$ cat src/rtl/ad9648_spi_responder_pkg.sv
// Shared types and constants for the AD9648-style 3-wire SPI responder.
package ad9648_spi_pkg;

    typedef enum logic [2:0] {
        IDLE,
        INSTR,
        WR_DATA,
        RD_DATA,
        DONE
    } spi_state_e;

    localparam int ADDR_W         = 13;
    localparam int INSTR_LEN      = 16;
    localparam int INSTR_RW_BIT   = 15;
    localparam int INSTR_LEN_MSB  = 14;
    localparam int INSTR_LEN_LSB  = 13;
    localparam int INSTR_ADDR_MSB = 12;

    localparam logic [ADDR_W-1:0] ADDR_CHIP_ID  = 13'h001;
    localparam logic [ADDR_W-1:0] ADDR_TRANSFER = 13'h0FF;
    localparam logic [1:0]        STREAM        = 2'b11;

    // Sample edge is the rising sck edge whenever Cpol and Cpha match.
    function automatic logic sample_on_rise(input logic cpol, input logic cpha);
        return cpol == cpha;
    endfunction

endpackage

$ cat src/rtl/ad9648_spi_responder_if.sv
// 3-wire SPI pad bundle between the config master and the responder (IOBUF-style sdio split).
interface ad9648_spi_responder_if;

    logic cs_i;
    logic sck_i;
    logic sdio_i;
    logic sdio_o;
    logic sdio_t_o;

    modport master (
        output cs_i,
        output sck_i,
        output sdio_i,
        input  sdio_o,
        input  sdio_t_o
    );

    modport slave (
        input  cs_i,
        input  sck_i,
        input  sdio_i,
        output sdio_o,
        output sdio_t_o
    );

endinterface

$ cat src/rtl/ad9648_spi_responder_edge_sync.sv
// Brings cs/sck/sdio into clk_sys_i and turns synchronized sck transitions into sample/shift strobes.
module spi_edge_sync
    import ad9648_spi_pkg::*;
#(
    parameter bit Cpol = 1'b0,
    parameter bit Cpha = 1'b0
) (
    input  logic clk_sys_i,
    input  logic rst_sys_clk_ni,
    input  logic cs_i,
    input  logic sck_i,
    input  logic sdio_i,
    output logic cs_n_s_o,
    output logic sdio_s_o,
    output logic sample_stb_o,
    output logic shift_stb_o
);

    localparam bit SampleRise = sample_on_rise(Cpol, Cpha);

    logic cs_meta_q, cs_sync_q;
    logic sck_meta_q, sck_sync_q, sck_prev_q;
    logic sdio_meta_q, sdio_sync_q;
    logic sck_rise, sck_fall;

    always_ff @(posedge clk_sys_i or negedge rst_sys_clk_ni) begin
        if (!rst_sys_clk_ni) begin
            cs_meta_q   <= 1'b1;
            cs_sync_q   <= 1'b1;
            sck_meta_q  <= Cpol;
            sck_sync_q  <= Cpol;
            sck_prev_q  <= Cpol;
            sdio_meta_q <= 1'b0;
            sdio_sync_q <= 1'b0;
        end else begin
            cs_meta_q   <= cs_i;
            cs_sync_q   <= cs_meta_q;
            sck_meta_q  <= sck_i;
            sck_sync_q  <= sck_meta_q;
            sck_prev_q  <= sck_sync_q;
            sdio_meta_q <= sdio_i;
            sdio_sync_q <= sdio_meta_q;
        end
    end

    // sdio travels through the same two stages as sck, so it stays aligned with the strobe.
    assign sck_rise     = sck_sync_q & ~sck_prev_q;
    assign sck_fall     = ~sck_sync_q & sck_prev_q;
    assign sample_stb_o = SampleRise ? sck_rise : sck_fall;
    assign shift_stb_o  = SampleRise ? sck_fall : sck_rise;
    assign cs_n_s_o     = cs_sync_q;
    assign sdio_s_o     = sdio_sync_q;

endmodule

$ cat src/rtl/ad9648_spi_responder.sv
// AD9648 serial-port target: 16-bit instruction, MSB-first data bytes, descending addresses, SDIO turnaround on reads.
//
// state   | meaning
// IDLE    | cs high, sdio released, waiting for cs low
// INSTR   | shifting in the 16-bit instruction
// WR_DATA | shifting in write bytes, committing each complete byte
// RD_DATA | driving read bytes on sdio
// DONE    | byte count reached, sck ignored and sdio released until cs high
module ad9648_spi_responder
    import ad9648_spi_pkg::*;
#(
    parameter int         RegDepth = 256,
    parameter logic [7:0] ChipId   = 8'h88,
    parameter bit         Cpol     = 1'b0,
    parameter bit         Cpha     = 1'b0
) (
    input  logic                  clk_sys_i,
    input  logic                  rst_sys_clk_ni,
    ad9648_spi_responder_if.slave spi,
    output logic                  wr_valid_o,
    output logic [ADDR_W-1:0]     wr_addr_o,
    output logic [7:0]            wr_data_o,
    output logic                  xfer_o,
    output logic                  busy_o
);

    localparam int MemAw = (RegDepth > 1) ? $clog2(RegDepth) : 1;

    logic cs_n_s, sdio_s, sample_stb, shift_stb;

    spi_edge_sync #(
        .Cpol (Cpol),
        .Cpha (Cpha)
    ) u_edge_sync (
        .clk_sys_i      (clk_sys_i),
        .rst_sys_clk_ni (rst_sys_clk_ni),
        .cs_i           (spi.cs_i),
        .sck_i          (spi.sck_i),
        .sdio_i         (spi.sdio_i),
        .cs_n_s_o       (cs_n_s),
        .sdio_s_o       (sdio_s),
        .sample_stb_o   (sample_stb),
        .shift_stb_o    (shift_stb)
    );

    spi_state_e        state_q, state_d;
    logic [3:0]        bit_cnt_q, bit_cnt_d;
    logic [1:0]        byte_cnt_q, byte_cnt_d;
    logic [14:0]       shreg_q, shreg_d;
    logic [ADDR_W-1:0] addr_q, addr_d;
    logic [1:0]        len_q, len_d;
    logic              sdio_q, sdio_d;
    logic              sdio_t_q, sdio_t_d;
    logic              wr_valid_q, wr_valid_d;
    logic [ADDR_W-1:0] wr_addr_q, wr_addr_d;
    logic [7:0]        wr_data_q, wr_data_d;
    logic              xfer_q, xfer_d;

    logic [7:0]        regmap_q [RegDepth];

    logic [INSTR_LEN-1:0] instr_w;
    logic [7:0]           byte_in;
    logic [7:0]           rd_byte;
    logic                 addr_in_map;
    logic                 last_byte;

    assign instr_w     = {shreg_q, sdio_s};
    assign byte_in     = {shreg_q[6:0], sdio_s};
    assign addr_in_map = {1'b0, addr_q} < 14'(RegDepth);
    assign last_byte   = (len_q != STREAM) && (byte_cnt_q == len_q);

    // 0x0FF is a strobe, not storage, so it always reads back as zero.
    always_comb begin
        rd_byte = 8'h00;
        if (addr_q == ADDR_CHIP_ID) begin
            rd_byte = ChipId;
        end else if (addr_q != ADDR_TRANSFER && addr_in_map) begin
            rd_byte = regmap_q[addr_q[MemAw-1:0]];
        end
    end

    always_comb begin
        state_d    = state_q;
        bit_cnt_d  = bit_cnt_q;
        byte_cnt_d = byte_cnt_q;
        shreg_d    = shreg_q;
        addr_d     = addr_q;
        len_d      = len_q;
        sdio_d     = sdio_q;
        sdio_t_d   = sdio_t_q;
        wr_valid_d = 1'b0;
        wr_addr_d  = wr_addr_q;
        wr_data_d  = wr_data_q;
        xfer_d     = 1'b0;

        unique case (state_q)
            IDLE: begin
                sdio_t_d = 1'b1;
                sdio_d   = 1'b0;
                if (!cs_n_s) begin
                    state_d    = INSTR;
                    bit_cnt_d  = '0;
                    byte_cnt_d = '0;
                end
            end
            INSTR: begin
                if (sample_stb) begin
                    shreg_d   = instr_w[14:0];
                    bit_cnt_d = bit_cnt_q + 4'd1;
                    if (bit_cnt_q == 4'd15) begin
                        addr_d  = instr_w[INSTR_ADDR_MSB:0];
                        len_d   = instr_w[INSTR_LEN_MSB:INSTR_LEN_LSB];
                        state_d = instr_w[INSTR_RW_BIT] ? RD_DATA : WR_DATA;
                    end
                end
            end
            WR_DATA: begin
                if (sample_stb) begin
                    shreg_d   = {shreg_q[13:0], sdio_s};
                    bit_cnt_d = bit_cnt_q + 4'd1;
                    if (bit_cnt_q == 4'd7) begin
                        bit_cnt_d = '0;
                        if (addr_q == ADDR_TRANSFER) begin
                            xfer_d = byte_in[0];
                        end else if (addr_in_map && addr_q != ADDR_CHIP_ID) begin
                            wr_valid_d = 1'b1;
                            wr_addr_d  = addr_q;
                            wr_data_d  = byte_in;
                        end
                        addr_d     = addr_q - 13'd1;
                        byte_cnt_d = byte_cnt_q + 2'd1;
                        if (last_byte) begin
                            state_d = DONE;
                        end
                    end
                end
            end
            RD_DATA: begin
                // A shift edge at bit 0 is the byte boundary: fetch the byte at the current address.
                if (shift_stb) begin
                    sdio_t_d = 1'b0;
                    if (bit_cnt_q == 4'd0) begin
                        sdio_d  = rd_byte[7];
                        shreg_d = {7'd0, rd_byte[6:0], 1'b0};
                    end else begin
                        sdio_d  = shreg_q[7];
                        shreg_d = {shreg_q[13:0], 1'b0};
                    end
                end
                if (sample_stb) begin
                    bit_cnt_d = bit_cnt_q + 4'd1;
                    if (bit_cnt_q == 4'd7) begin
                        bit_cnt_d  = '0;
                        addr_d     = addr_q - 13'd1;
                        byte_cnt_d = byte_cnt_q + 2'd1;
                        if (last_byte) begin
                            state_d  = DONE;
                            sdio_t_d = 1'b1;
                        end
                    end
                end
            end
            DONE: begin
                sdio_t_d = 1'b1;
            end
            default: begin
                state_d  = IDLE;
                sdio_t_d = 1'b1;
            end
        endcase

        if (state_q != IDLE && cs_n_s) begin
            state_d  = IDLE;
            sdio_t_d = 1'b1;
        end
    end

    always_ff @(posedge clk_sys_i or negedge rst_sys_clk_ni) begin
        if (!rst_sys_clk_ni) begin
            state_q    <= IDLE;
            bit_cnt_q  <= '0;
            byte_cnt_q <= '0;
            shreg_q    <= '0;
            addr_q     <= '0;
            len_q      <= '0;
            sdio_q     <= 1'b0;
            sdio_t_q   <= 1'b1;
            wr_valid_q <= 1'b0;
            wr_addr_q  <= '0;
            wr_data_q  <= '0;
            xfer_q     <= 1'b0;
        end else begin
            state_q    <= state_d;
            bit_cnt_q  <= bit_cnt_d;
            byte_cnt_q <= byte_cnt_d;
            shreg_q    <= shreg_d;
            addr_q     <= addr_d;
            len_q      <= len_d;
            sdio_q     <= sdio_d;
            sdio_t_q   <= sdio_t_d;
            wr_valid_q <= wr_valid_d;
            wr_addr_q  <= wr_addr_d;
            wr_data_q  <= wr_data_d;
            xfer_q     <= xfer_d;
        end
    end

    always_ff @(posedge clk_sys_i or negedge rst_sys_clk_ni) begin
        if (!rst_sys_clk_ni) begin
            for (int i = 0; i < RegDepth; i++) begin
                regmap_q[i] <= 8'h00;
            end
        end else if (wr_valid_q) begin
            regmap_q[wr_addr_q[MemAw-1:0]] <= wr_data_q;
        end
    end

    assign spi.sdio_o   = sdio_q;
    assign spi.sdio_t_o = sdio_t_q;
    assign wr_valid_o   = wr_valid_q;
    assign wr_addr_o    = wr_addr_q;
    assign wr_data_o    = wr_data_q;
    assign xfer_o       = xfer_q;
    assign busy_o       = ~cs_n_s;

endmodule

$ cat src/flat_wrapper.sv
// flat-port wrapper written by rule: the top's interface ports become plain ports
module ad9648_spi_responder_flat import ad9648_spi_pkg::*;
#(
    parameter int         RegDepth = 256,
    parameter logic [7:0] ChipId   = 8'h88,
    parameter bit         Cpol     = 1'b0,
    parameter bit         Cpha     = 1'b0
)
  (clk_sys_i, rst_sys_clk_ni, wr_valid_o, wr_addr_o, wr_data_o, xfer_o, busy_o, spi_cs_i, spi_sck_i, spi_sdio_i, spi_sdio_o, spi_sdio_t_o);
  ad9648_spi_responder_if spi_i ();
  input  logic clk_sys_i;
  input  logic rst_sys_clk_ni;
  output logic wr_valid_o;
  output logic [ADDR_W-1:0] wr_addr_o;
  output logic [7:0] wr_data_o;
  output logic xfer_o;
  output logic busy_o;
  input wire logic [$bits(spi_i.cs_i)-1:0] spi_cs_i;
  input wire logic [$bits(spi_i.sck_i)-1:0] spi_sck_i;
  input wire logic [$bits(spi_i.sdio_i)-1:0] spi_sdio_i;
  output wire logic [$bits(spi_i.sdio_o)-1:0] spi_sdio_o;
  output wire logic [$bits(spi_i.sdio_t_o)-1:0] spi_sdio_t_o;
  assign spi_i.cs_i = spi_cs_i;
  assign spi_i.sck_i = spi_sck_i;
  assign spi_i.sdio_i = spi_sdio_i;
  assign spi_sdio_o = spi_i.sdio_o;
  assign spi_sdio_t_o = spi_i.sdio_t_o;
  ad9648_spi_responder #(.RegDepth(RegDepth), .ChipId(ChipId), .Cpol(Cpol), .Cpha(Cpha)) u_core (.clk_sys_i(clk_sys_i), .rst_sys_clk_ni(rst_sys_clk_ni), .spi(spi_i), .wr_valid_o(wr_valid_o), .wr_addr_o(wr_addr_o), .wr_data_o(wr_data_o), .xfer_o(xfer_o), .busy_o(busy_o));
endmodule
$ cat config.mk
export PLATFORM = sky130hd
export DESIGN_NAME = ad9648_spi_responder_flat
export DESIGN_NICKNAME = d
export VERILOG_FILES = /design/src/rtl/ad9648_spi_responder_pkg.sv /design/src/rtl/ad9648_spi_responder_if.sv /design/src/rtl/ad9648_spi_responder_edge_sync.sv /design/src/rtl/ad9648_spi_responder.sv /design/src/flat_wrapper.sv
export SDC_FILE = /design/constraint.sdc
export NUM_CORES = 2
export LEC_CHECK = 0
export BUFFER_PORTS_ARGS = -buffer_cell sky130_fd_sc_hd__buf_2
export CAP_MARGIN = 40
export CORE_UTILIZATION = 55
export DETAILED_ROUTE_END_ITERATION = 8
export GPL_TIMING_DRIVEN = 0
export MAX_ROUTING_LAYER = met4
export PLACE_DENSITY = 0.71
export SYNTH_ARGS = -nofsm -noshare
export SYNTH_HDL_FRONTEND = slang
export SYNTH_SLANG_ARGS = --single-unit
$ cat constraint.sdc
create_clock -name clk_sys_i -period 6.2 [get_ports clk_sys_i]
set_input_delay 0.31 -clock clk_sys_i [delete_from_list [all_inputs] [get_ports clk_sys_i]]
set_output_delay 0.31 -clock clk_sys_i [all_outputs]
set_load 0.005 [all_outputs]
==> run metrics <==
global-route wire length before repair 584,000 um; max-slew violations 0; Seq/Total Area, Yosys 0.549; Slew HR 0.260; Reg clk slew, reported paths 0.07 ns; Sink Count 2,119; critical path data arrival time 6.96 ns; Post-Synthesis Mean Instance Area 15.1 um2; Skew-Pair Late Insertion Delay 0.91 ns; CTS Buf Count 218; Max Fclk 0.162 GHz; Synth area leader dfrtp_1; DRC 0; count of flip-flops with a built-in enable after synthesis 0; Post CTS Setup Buffer Count 0; Max Fanout on Critical Path 10; FP Rows 153; Worst Hold Class input pin to flop; Logic pwr share 0.018; synth cell count leaders dfrtp_1, mux2_2, mux4_2, clkbuf_1, nand2_1; root buffer cell clkbuf_16; Max H-tree Level 4; Yosys reg bits 2,119; pin count of the biggest net entering global routing 179; CP Launch Type flop; R2R Path Start u_core.addr_q[1]; Power, Total 28,400 uW; Netlist cell types 68; routed len/inst 45.9 um; via count 68,500; die width 421 um; full die area 177,000 um2; vias in the first global route 66,600; clock share of power 0.492; WP data required 7.00 ns; core area 174,000 um2; Synth Net Count 6,423; Nets 6,921; GRT overflow 0; sequential share of power 0.491; share of the synthesized area in the top cell type 0.548; CTS tree built; GPL Wtd Cong 1.08; largest cells by area after synthesis dfrtp_1, mux2_2, mux4_2, mux2i_1, clkbuf_1; Critical path origin u_core.addr_q[1]; Synth async-reset ratio 1.00; cell count after synthesis 6,413; cell area after synthesis 96,600 um2; DRT Pass-1 Iters 9; layout cells sized above 1 0.480; initial antenna violation count 52; internal power 22,000 uW; Total Routed Length 435,000 um; detailed router's first-iteration violation count 10,500; IO Pins 31; period utilisation layout 0.993; Layout area overhead 14.7%; crit end category flop; Post-DRT Antenna Nets 0; count leader, synth dfrtp_1; switching power of the nets 6400 uW; VDD IR max 232 uV; Setup CP Type flop to flop; Max Cap Violations 0; status finished clean; min-delay src spi_cs_i; synth warn 0; Port Buf Inserts 30; post-DP HPWL 307,000 um; final hold vios 0; Worst Tran Pin Value 1.11 ns; Leak 0.0526 uW; Initial Utilization 0.554; clk_skew 0.0486 ns; final setup TNS 0 ns; Synth Flop Type dfrtp_1; CTS Buffer Depth 3; total track usage 0.507; Die Ht 421 um; RSZ-0062 raised after global routing no; Via-to-Cell Ratio 7.21; fin crit period 6.16 ns; switching share of total power 0.226; Final Setup Violations 0; number of fill cells 13,000; PwrDens 256 nW/um2
## path summary, 6_finish.rpt
path	end	slack (ns)	depth (start not counted)
max	u_core.shreg_q[5]	0.04	12
min	u_core.u_edge_sync.cs_meta_q	0.07	2
max reg2reg	u_core.shreg_q[5]	0.04	12
min reg2reg	u_core.u_edge_sync.cs_n_s_o	0.36	0
max in group asynchronous	u_core.regmap_q[410]	3.02	6
min in group asynchronous	u_core.byte_cnt_q[0]	0.49	3
## area by class of cell
| class | instances | area (um2) | share of cell area |
|---|---|---|---|
| antenna | 72 | 180 | 0.00163 |
| buffer | 472 | 2180 | 0.0197 |
| clock buffer | 328 | 6570 | 0.0593 |
| clock inverter | 74 | 957 | 0.00864 |
| inverter | 17 | 63.8 | 0.000576 |
| multi-input combinational | 3805 | 41400 | 0.374 |
| sequential | 2119 | 53000 | 0.479 |
| tap | 2325 | 2910 | 0.0263 |
| timing repair buffer | 278 | 3460 | 0.0313 |
## timing repair
| item | CTS | global route |
|---|---|---|
| gates resized for setup | 0 | 0 |
| hold buffers | 6 | 0 |
| endpoints found under the hold margin | 261 | 0 |
## cells by family after synthesis
| group | share of synthesized area |
|---|---|
| adder cells (fa/ha/maj) | 0.000648 |
| buffers and inverters | 0.0224 |
| AO/OA/AOI/OAI | 0.0277 |
| multiplexers | 0.368 |
| flip-flops | 0.549 |
| XOR/XNOR | 0.000363 |
| AND/OR/NAND/NOR | 0.0316 |
## sequential cells by signal (all words and copies together), names as in the netlist, 2 cells and up
register and count:
u_core.state_q 3, u_core.byte_cnt_q 2, u_core.regmap_q 2048, u_core.wr_data_o 8
u_core.bit_cnt_q 4, u_core.wr_addr_o 13, u_core.len_q 2, u_core.addr_q 13
u_core.shreg_q 15
## power by group through the flow
stage                     clock [uW]  sequential, uW  combinational, uW
after floorplan                    0           14100                131
after global placement             0           14200                455
after detailed placement           0           14200                501
after CTS                      13900           13900                506
after global routing           14400           13900                563
final                          14000           13900                497
## layer usage
layer | track usage | vias up | part of all wire | wire (um)
met4 | 0.405 | 0 | 0.099 | 43300
li1 | - | 24900 | - | -
met2 | 0.657 | 5452 | 0.41 | 177000
met3 | 0.240 | 1702 | 0.14 | 62900
met5 | - | - | 0 | 0
met1 | 0.599 | 36400 | 0.35 | 152000
## worst max-delay path, stage by stage, from the launching register on
cell	delay [ns]
dfrtp_1	0.70
buf_4	0.34
buf_2	0.73
buf_2	0.64
buf_2	0.61
buf_16	0.26
mux4_2	0.21
mux2i_1	0.12
o21ai_0	0.77
o21ai_0	0.51
nor4_1	0.82
nor3_1	0.15
o31ai_1	0.10
## stage by stage
step / setup WS, ns / utilization / std cells / cell area (um2) / hold WS (ns)
final: 0.0422 / 0.636 / 9490 / 111000 / 0.0739
after global routing: 0.619 / 0.636 / 9464 / 111000 / 0.0889
after CTS: 0.467 / 0.633 / 9402 / 110000 / 0.0556
after detailed placement: 0.481 / 0.590 / 8994 / 103000 / 0.280
after global placement: -41.63 / 0.572 / 8768 / 99600 / 0.347
after floorplan: 3.60 / - / 6413 / 96600 / 0.0144
## placed cells by master (no fill, tap or decap), drive strengths merged, types with 6 or more instances in the layout
master / synthesis / final
buf: 137 / 407
dlygate4sd3: 0 / 6
a22oi: 72 / 72
nand2b: 13 / 13
nor3: 22 / 22
nand2: 278 / 278
mux4: 474 / 474
clkinv: 1 / 49
clkinvlp: 0 / 6
nand4: 16 / 16
a32oi: 8 / 8
diode: 0 / 72
nor2b: 27 / 27
and3: 14 / 14
nor2: 237 / 237
mux2: 2094 / 2094
nor3b: 6 / 6
and2: 16 / 16
a21oi: 80 / 80
a2111oi: 10 / 10
o22ai: 41 / 41
dfrtp: 2116 / 2116
mux2i: 131 / 131
bufinv: 0 / 17
a211oi: 12 / 12
a211o: 6 / 6
inv: 16 / 19
o21ai: 71 / 71
clkbuf: 335 / 664
o221ai: 16 / 16
a31oi: 8 / 8
a221oi: 27 / 27
nand3: 39 / 39
nor4: 13 / 13
(Power assumes the default switching activity.)
